`config.mk`:
```
export PLATFORM = sky130hd
export DESIGN_NAME = ffm_frame_gate
export DESIGN_NICKNAME = d
export VERILOG_FILES = /design/src/rtl/ffm_pkg.sv /design/src/rtl/ffm_sat_counter.sv /design/src/rtl/ffm_frame_gate.sv
export SDC_FILE = /design/constraint.sdc
export NUM_CORES = 1
export LEC_CHECK = 0
export BUFFER_PORTS_ARGS = -buffer_cell sky130_fd_sc_hd__buf_4
export CORE_MARGIN = 2
export CORE_UTILIZATION = 36
export CTS_BUF_LIST = sky130_fd_sc_hd__clkbuf_16
export DETAILED_ROUTE_END_ITERATION = 16
export PLACE_DENSITY = 0.63
export SYNTH_ARGS = -nofsm -noshare
export SYNTH_HDL_FRONTEND = slang
export SYNTH_HIERARCHICAL = 1
export SYNTH_SLANG_ARGS = --single-unit
```
`constraint.sdc`:
```
create_clock -name ACLK -period 3.82 [get_ports ACLK]
set_clock_uncertainty 0.15 [all_clocks]
set_input_delay 0.191 -clock ACLK [delete_from_list [all_inputs] [get_ports ACLK]]
set_output_delay 0.191 -clock ACLK [all_outputs]
set_load 0.1 [all_outputs]
```
`src/rtl/ffm_pkg.sv`:
```
// ---------------------------------------------------------------------------
// ffm_pkg
//   Types shared by the frame-former (FFM) blocks.
//   ffm_gate_state_t : state of the frame gate
//     BLOCKED - stream is held closed while waiting for fill threshold/timeout
//     OPEN    - exactly one frame is passing; closes on the tlast handshake
//     BYPASS  - gating disabled; frame-aligned pass-through
// ---------------------------------------------------------------------------
package ffm_pkg;

  typedef enum logic [1:0] {
    BLOCKED = 2'd0,
    OPEN    = 2'd1,
    BYPASS  = 2'd2
  } ffm_gate_state_t;

endpackage : ffm_pkg

```
`src/rtl/ffm_sat_counter.sv`:
```
// ---------------------------------------------------------------------------
// ffm_sat_counter
//   Synchronous-reset saturating event counter. Counts one per cycle while
//   inc is high and holds at all-ones once reached.
// Ports:
//   ACLK    in  clock
//   ARESETN in  synchronous active-low reset (clears the count)
//   inc     in  increment request for this cycle
//   count   out current count (registered)
// ---------------------------------------------------------------------------
module ffm_sat_counter #(
  parameter int W = 32
) (
  input  logic         ACLK,
  input  logic         ARESETN,
  input  logic         inc,
  output logic [W-1:0] count
);

  logic [W-1:0] cnt_q;

  always_ff @(posedge ACLK) begin
    if (!ARESETN) begin
      cnt_q <= '0;
    end else if (inc && (cnt_q != '1)) begin
      cnt_q <= cnt_q + W'(1);
    end
  end

  assign count = cnt_q;

endmodule : ffm_sat_counter

```
`src/rtl/ffm_frame_gate.sv`:
```
// ---------------------------------------------------------------------------
// ffm_frame_gate
//   Frame-granular AXI-Stream valid/ready gate in front of the FFS buffer.
//   While BLOCKED the stream is held closed until FFSTail >= Delay, or until
//   Timeout cycles have been spent waiting (Timeout = 0 disables this). The
//   gate then passes exactly one frame, up to and including the tlast
//   handshake, and closes again. Enable = 0 selects a frame-aligned bypass.
//   Only tvalid/tready are gated; tdata/tkeep are routed outside this block.
//
// Handshake: a beat transfers in a cycle where S_AXIS_tvalid, M_AXIS_tready
//   and the registered pass flag are all high (hs). A frame ends on the
//   handshake of a beat carrying S_AXIS_tlast (fe). A stalled tlast beat
//   (valid without ready) does not end the frame.
//
// Ports:
//   ACLK, ARESETN     clock, synchronous active-low reset
//   Enable            1 = gating active, 0 = bypass
//   Delay             fill threshold (AW+1 bits, unsigned)
//   Timeout           max BLOCKED cycles before forced release, 0 = off
//   FFSTail           current FFS tail/occupancy (AW+1 bits, unsigned)
//   S_AXIS_tvalid/tlast, M_AXIS_tready   upstream valid/last, downstream ready
//   M_AXIS_tvalid, S_AXIS_tready         gated valid / ready
//   Gate_open         registered pass flag
//   Frames_released   frames ended in OPEN (saturating)
//   Timeout_releases  releases caused by timeout (saturating)
// ---------------------------------------------------------------------------
module ffm_frame_gate
  import ffm_pkg::*;
#(
  parameter int MAX_INTERNAL_SPACE = 64,
  parameter int TIMEOUT_W          = 16,
  parameter int CNT_W              = 32,
  localparam int AW                = $clog2(MAX_INTERNAL_SPACE)
) (
  input  logic                 ACLK,
  input  logic                 ARESETN,
  input  logic                 Enable,
  input  logic [AW:0]          Delay,
  input  logic [TIMEOUT_W-1:0] Timeout,
  input  logic [AW:0]          FFSTail,
  input  logic                 S_AXIS_tvalid,
  input  logic                 S_AXIS_tlast,
  input  logic                 M_AXIS_tready,
  output logic                 M_AXIS_tvalid,
  output logic                 S_AXIS_tready,
  output logic                 Gate_open,
  output logic [CNT_W-1:0]     Frames_released,
  output logic [CNT_W-1:0]     Timeout_releases
);

  ffm_gate_state_t      state_q;
  logic                 gate_open_q;   // always equals (state_q != BLOCKED)
  logic [TIMEOUT_W-1:0] wait_cnt_q;
  logic                 in_frame_q;

  logic                 hs;
  logic                 fe;
  logic                 hs_mid;
  logic                 thresh_hit;
  logic                 tmo_hit;
  logic [TIMEOUT_W-1:0] tmo_m1;
  logic                 frame_inc;
  logic                 tmo_inc;

  assign hs         = S_AXIS_tvalid & M_AXIS_tready & gate_open_q;
  assign fe         = hs & S_AXIS_tlast;
  assign hs_mid     = hs & ~S_AXIS_tlast;

  // Release conditions only feed the next-state logic, never the outputs.
  assign thresh_hit = (FFSTail >= Delay);
  assign tmo_m1     = Timeout - TIMEOUT_W'(1);
  assign tmo_hit    = (Timeout != '0) && (wait_cnt_q == tmo_m1);

  // Threshold wins over timeout, so a simultaneous hit is not a timeout release.
  assign frame_inc  = (state_q == OPEN) & fe;
  assign tmo_inc    = (state_q == BLOCKED) & Enable & ~thresh_hit & tmo_hit;

  always_ff @(posedge ACLK) begin
    if (!ARESETN) begin
      state_q     <= BLOCKED;
      gate_open_q <= 1'b0;
      wait_cnt_q  <= '0;
      in_frame_q  <= 1'b0;
    end else begin
      case (state_q)
        BLOCKED: begin
          in_frame_q <= 1'b0;
          if (!Enable) begin
            state_q     <= BYPASS;
            gate_open_q <= 1'b1;
            wait_cnt_q  <= '0;
          end else if (thresh_hit || tmo_hit) begin
            state_q     <= OPEN;
            gate_open_q <= 1'b1;
            wait_cnt_q  <= '0;
          end else begin
            wait_cnt_q  <= wait_cnt_q + TIMEOUT_W'(1);
          end
        end

        OPEN: begin
          wait_cnt_q <= '0;
          in_frame_q <= 1'b0;
          // Enable is only looked at on the frame end, so a frame in flight
          // is never cut short.
          if (fe) begin
            if (Enable) begin
              state_q     <= BLOCKED;
              gate_open_q <= 1'b0;
            end else begin
              state_q     <= BYPASS;
              gate_open_q <= 1'b1;
            end
          end
        end

        BYPASS: begin
          wait_cnt_q <= '0;
          // Leave bypass only between frames: either idle (no frame in
          // progress and none starting now) or on the closing handshake.
          if (Enable && (fe || (!in_frame_q && !hs_mid))) begin
            state_q     <= BLOCKED;
            gate_open_q <= 1'b0;
            in_frame_q  <= 1'b0;
          end else if (fe) begin
            in_frame_q  <= 1'b0;
          end else if (hs_mid) begin
            in_frame_q  <= 1'b1;
          end
        end

        default: begin
          state_q     <= BLOCKED;
          gate_open_q <= 1'b0;
          wait_cnt_q  <= '0;
          in_frame_q  <= 1'b0;
        end
      endcase
    end
  end

  assign M_AXIS_tvalid = S_AXIS_tvalid & gate_open_q;
  assign S_AXIS_tready = M_AXIS_tready & gate_open_q;
  assign Gate_open     = gate_open_q;

  ffm_sat_counter #(.W(CNT_W)) u_frames_cnt (
    .ACLK    (ACLK),
    .ARESETN (ARESETN),
    .inc     (frame_inc),
    .count   (Frames_released)
  );

  ffm_sat_counter #(.W(CNT_W)) u_tmo_cnt (
    .ACLK    (ACLK),
    .ARESETN (ARESETN),
    .inc     (tmo_inc),
    .count   (Timeout_releases)
  );

endmodule : ffm_frame_gate

```
==> key figures <==
Routing
  – Vias per std cell: 5.62
  – Post-route ant nets: 0
  – WL/cell: 15.2 um
  – DRC viols: 0
  – Via count: around 5.2k
  – 1st-iter DRT viols: 399
  – Number of detailed-route iterations in the first pass: 5
  – Detailed Route WL: approximately 14000 um

Final layout
  – Area Growth Syn to Fin: 29.0%
  – Final Instance Count excl. Fillers: 919
  – Final Cell Area: 6580 um2
  – Antenna diodes: 0
  – Nets: roughly 800
  – Fill cells: 1382
  – Final core occ: 47.4%
  – Fraction of layout cells with a size suffix above 1: roughly 24%

GRT
  – Global-route wire length before repair: 23000 um
  – Largest net degree at the start of global routing: 49
  – Number of global-route vias before repair: 4816
  – GRT Total Usage: approximately a fifth
  – Total global routing overflow: 0
  – Initial antenna violation count: 0

Power
  – Tot Pwr: between 2 and 2.5 mW
  – Leakage power: 2.43 nW
  – Clk pwr share: 46.6%
  – Switch Pwr: 475 uW
  – Int Power: 1.53 mW
  – Sequential share of power: around 44%
  – Worst vdd ir: roughly 210 uV
  – Pwr Density: 304 nW/um2
  – Comb pwr share: 9.1%
  – Switching Fraction: 23.7%

Logic synthesis
  – Post-synth ARST share: 0%
  – XOR/XNOR Fraction of Synth Area: about 6.9%
  – Synth Area in Compound Gates: between 10% and 20%
  – Post-synth cell types: 57
  – Post-synth top area share: 33.0%
  – Mapped Area: slightly above 5000 um2
  – Syn_nets: 667
  – Area contributors post-synth: dfxtp_1 33%, xnor2_1 4.3%, nand3_1 3.6%
  – Ys Warns: 6
  – Synth area leader: dfxtp_1
  – Post-synthesis mux area share: 2.97%
  – Top_reg_cell synth: dfxtp_1
  – Syn Inst Count: 619
  – Seq/Total Area, Yosys: 33.0%
  – Post-synth EDFFs: 0
  – Simple-Gate Fraction of Synth Area: 33.1%
  – Register bit total from synthesis: 84
  – Synth Area in Adders: just under 3%
  – Avg Inst Size Synth: 8.24 um2
  – Largest family of logic cells by synthesized area: simple AND/OR/NAND/NOR gates

Clock network
  – CTS Root Cell: clkbuf_16
  – Clock latency on the worst-skew pair: 0.34 ns
  – H-tree levels: 3
  – Reg clk slew, reported paths: about 0.060 ns
  – Clock Tree Buf Depth: 2
  – Post-CTS Setup Inserts: 0
  – CTS tree: done
  – Num CTS Buffers: 9
  – # clock sinks: 84

STA
  – Final Critical Period: approximately 3.7 ns
  – FMAX: 273 MHz
  – Final setup viols: 0
  – Hold_ws: 0.0586 ns
  – Period utilisation layout: a little over nine tenths
  – Worst relative slew slack: 45.7%
  – Slew Limit Fails: 0
  – RSZ-0062 raised after global routing: false
  – Tightest Pin Transition: 0.814 ns
  – Hold Vio Cnt, Final: 0

Placed design
  – Placed inst area: 6220 um2
  – Cell Count Post-Placement: 903
  – GPL Wtd Cong: 0.918
  – IO Port Bufs: 102
  – Dpl hpwl: 10300 um

Critical path
  – Crit-path cells: xnor2_2 -> o211ai_1 -> nor3_1 -> nand4_1 -> or4b_4 -> nor2_1 -> and2_1 -> nand4_1 -> or4_4 -> or3_1 -> or4_1 -> a21oi_1
  – Most used cell, CP: nand4_1
  – Critical Path Start Type: flop
  – CP endpoint kind: flop
  – Crit Path Class: flop to flop
  – Crit path DAT: about 3.8 ns
  – Max Fanout on Critical Path: 3
  – Req. time, crit path: 3.93 ns
  – Peak per-stage delay on the critical path: roughly 0.55 ns
  – Slowest cell on crit path: or4b_4

Run
  – Max-Cap Viols: 0

Floorplanning
  – Total Die Area: 15100 um2
  – Starting Density: 36.7%
  – Num rows: 43
  – Placeable Area: 13900 um2
  – Die Span Y: 123 um
  – Die width: 123 um
  – Io pins: 103

Worst hold path
  – Class of the worst hold path: input pin to flop

Run status
  – Outcome: finished clean
==> placed cells by master (no fill, tap or decap), drive strengths merged, types with 9 or more instances in the layout <==
master and count:
nor3 14, ha 12, nand2b 20, o21ai 11, a21oi 34, and4 15, clkbuf 9, xor2 15
nand2 45, nand4 27, and3 9, xnor2 25, dfxtp 84, or4 26, buf 136, nor2 43
o31ai 22, mux2i 14, or3 13, nand3 41, inv 21, and2 10, nor4 16
==> sequential cells by signal, summed over array words and instances (netlist names) <==
signal / count
u_frames_cnt/count: 32
u_tmo_cnt/count: 32
in_frame_q: 1
wait_cnt_q: 16
Gate_open: 1
state_q: 2
==> final timing paths <==
kind                       start  slack [ns]             endpoint  cells after the start
max               wait_cnt_q[10]        0.15  u_tmo_cnt/count[31]                     12
min                       Enable        0.06           state_q[1]                      3
max reg2reg       wait_cnt_q[10]        0.15  u_tmo_cnt/count[31]                     12
min reg2reg  u_tmo_cnt/count[27]        0.35  u_tmo_cnt/count[27]                      2
==> logic make-up (layout without fill, tap and decap cells) <==
group | Yosys count | after routing
AO/OA/AOI/OAI | 124 | 124
XOR/XNOR | 40 | 40
adder cells (fa/ha/maj) | 12 | 12
buffers and inverters | 52 | 172
flip-flops | 84 | 84
multiplexers | 15 | 15
AND/OR/NAND/NOR | 292 | 292
==> timing repair <==
action                                  in CTS  in global routing
gates resized for setup                      0                  9
endpoints found under the setup margin       0                  5
endpoints found under the hold margin        0                  0
hold buffers                                 0                  0
==> layout make-up <==
type	instances	area [um2]	area share (%)
inverters	20	75.1	1.14
clock inverters	7	92.6	1.41
repair buffers	136	1020	15.5
well taps	180	225	3.42
flip-flops and latches	84	1690	25.6
clock buffers	9	225	3.42
multi-input cells	483	3260	49.5
==> synthesized netlist by cell type (3+ instances only) <==
| library cell | instances |
|---|---|
| a2111oi_0 | 3 |
| a211oi_1 | 4 |
| a21o_1 | 5 |
| a21oi_1 | 34 |
| a31oi_1 | 6 |
| and2_1 | 10 |
| and3_1 | 9 |
| and4_1 | 15 |
| buf_2 | 4 |
| buf_4 | 4 |
| clkbuf_1 | 24 |
| dfxtp_1 | 84 |
| ha_1 | 12 |
| inv_1 | 20 |
| mux2i_1 | 14 |
| nand2_1 | 45 |
| nand2b_1 | 20 |
| nand3_1 | 37 |
| nand3_2 | 4 |
| nand4_1 | 27 |
| nor2_1 | 43 |
| nor2b_1 | 4 |
| nor3_1 | 13 |
| nor3b_1 | 3 |
| nor4_1 | 15 |
| o211ai_1 | 7 |
| o21a_1 | 4 |
| o21ai_0 | 11 |
| o22ai_1 | 3 |
| o311ai_0 | 4 |
| o31a_1 | 3 |
| o31ai_1 | 22 |
| o41ai_1 | 6 |
| or3_1 | 11 |
| or4_1 | 22 |
| or4_4 | 4 |
| xnor2_1 | 25 |
| xor2_1 | 15 |
==> metrics by stage <==
step	setup slack (ns)	setup TNS (ns)
after floorplan	0.00942	0
after global placement	-0.119	-0.119
after detailed placement	-0.313	-0.849
after CTS	0.0408	0
after global routing	0.0109	0
final	0.151	0
==> power by group through the flow <==
stage	Clock, mW	Combinational (mW)	Sequential, mW
6_report	0.933	0.182	0.886
5_1_grt	0.998	0.198	0.886
4_1_cts	0.958	0.179	0.886
3_5_place_dp	0	0.178	0.906
3_3_place_gp	0	0.173	0.906
2_1_floorplan	0	0.0919	0.917
==> routing by layer <==
| metal | share of wire, % | wire length [um] | track usage, % | up-vias |
|---|---|---|---|---|
| met4 | 0.83 | 116 | 5.11 | 0 |
| met3 | 5.2 | 726 | 4.34 | 10 |
| met2 | 48 | 6760 | 31.0 | 143 |
| met1 | 46 | 6370 | 24.4 | 2434 |
| li1 | - | - | - | 2574 |
| met5 | 0 | 0 | 0 | - |
==> critical path: cells and delay by family, from the launching register on <==
kind	cells	cell delay, ns
xor+xnor	1	0.25
flops	1	0.34
simple gates	9	2.58
compound gates	2	0.28
No activity file was read; power rests on OpenSTA's default activity.
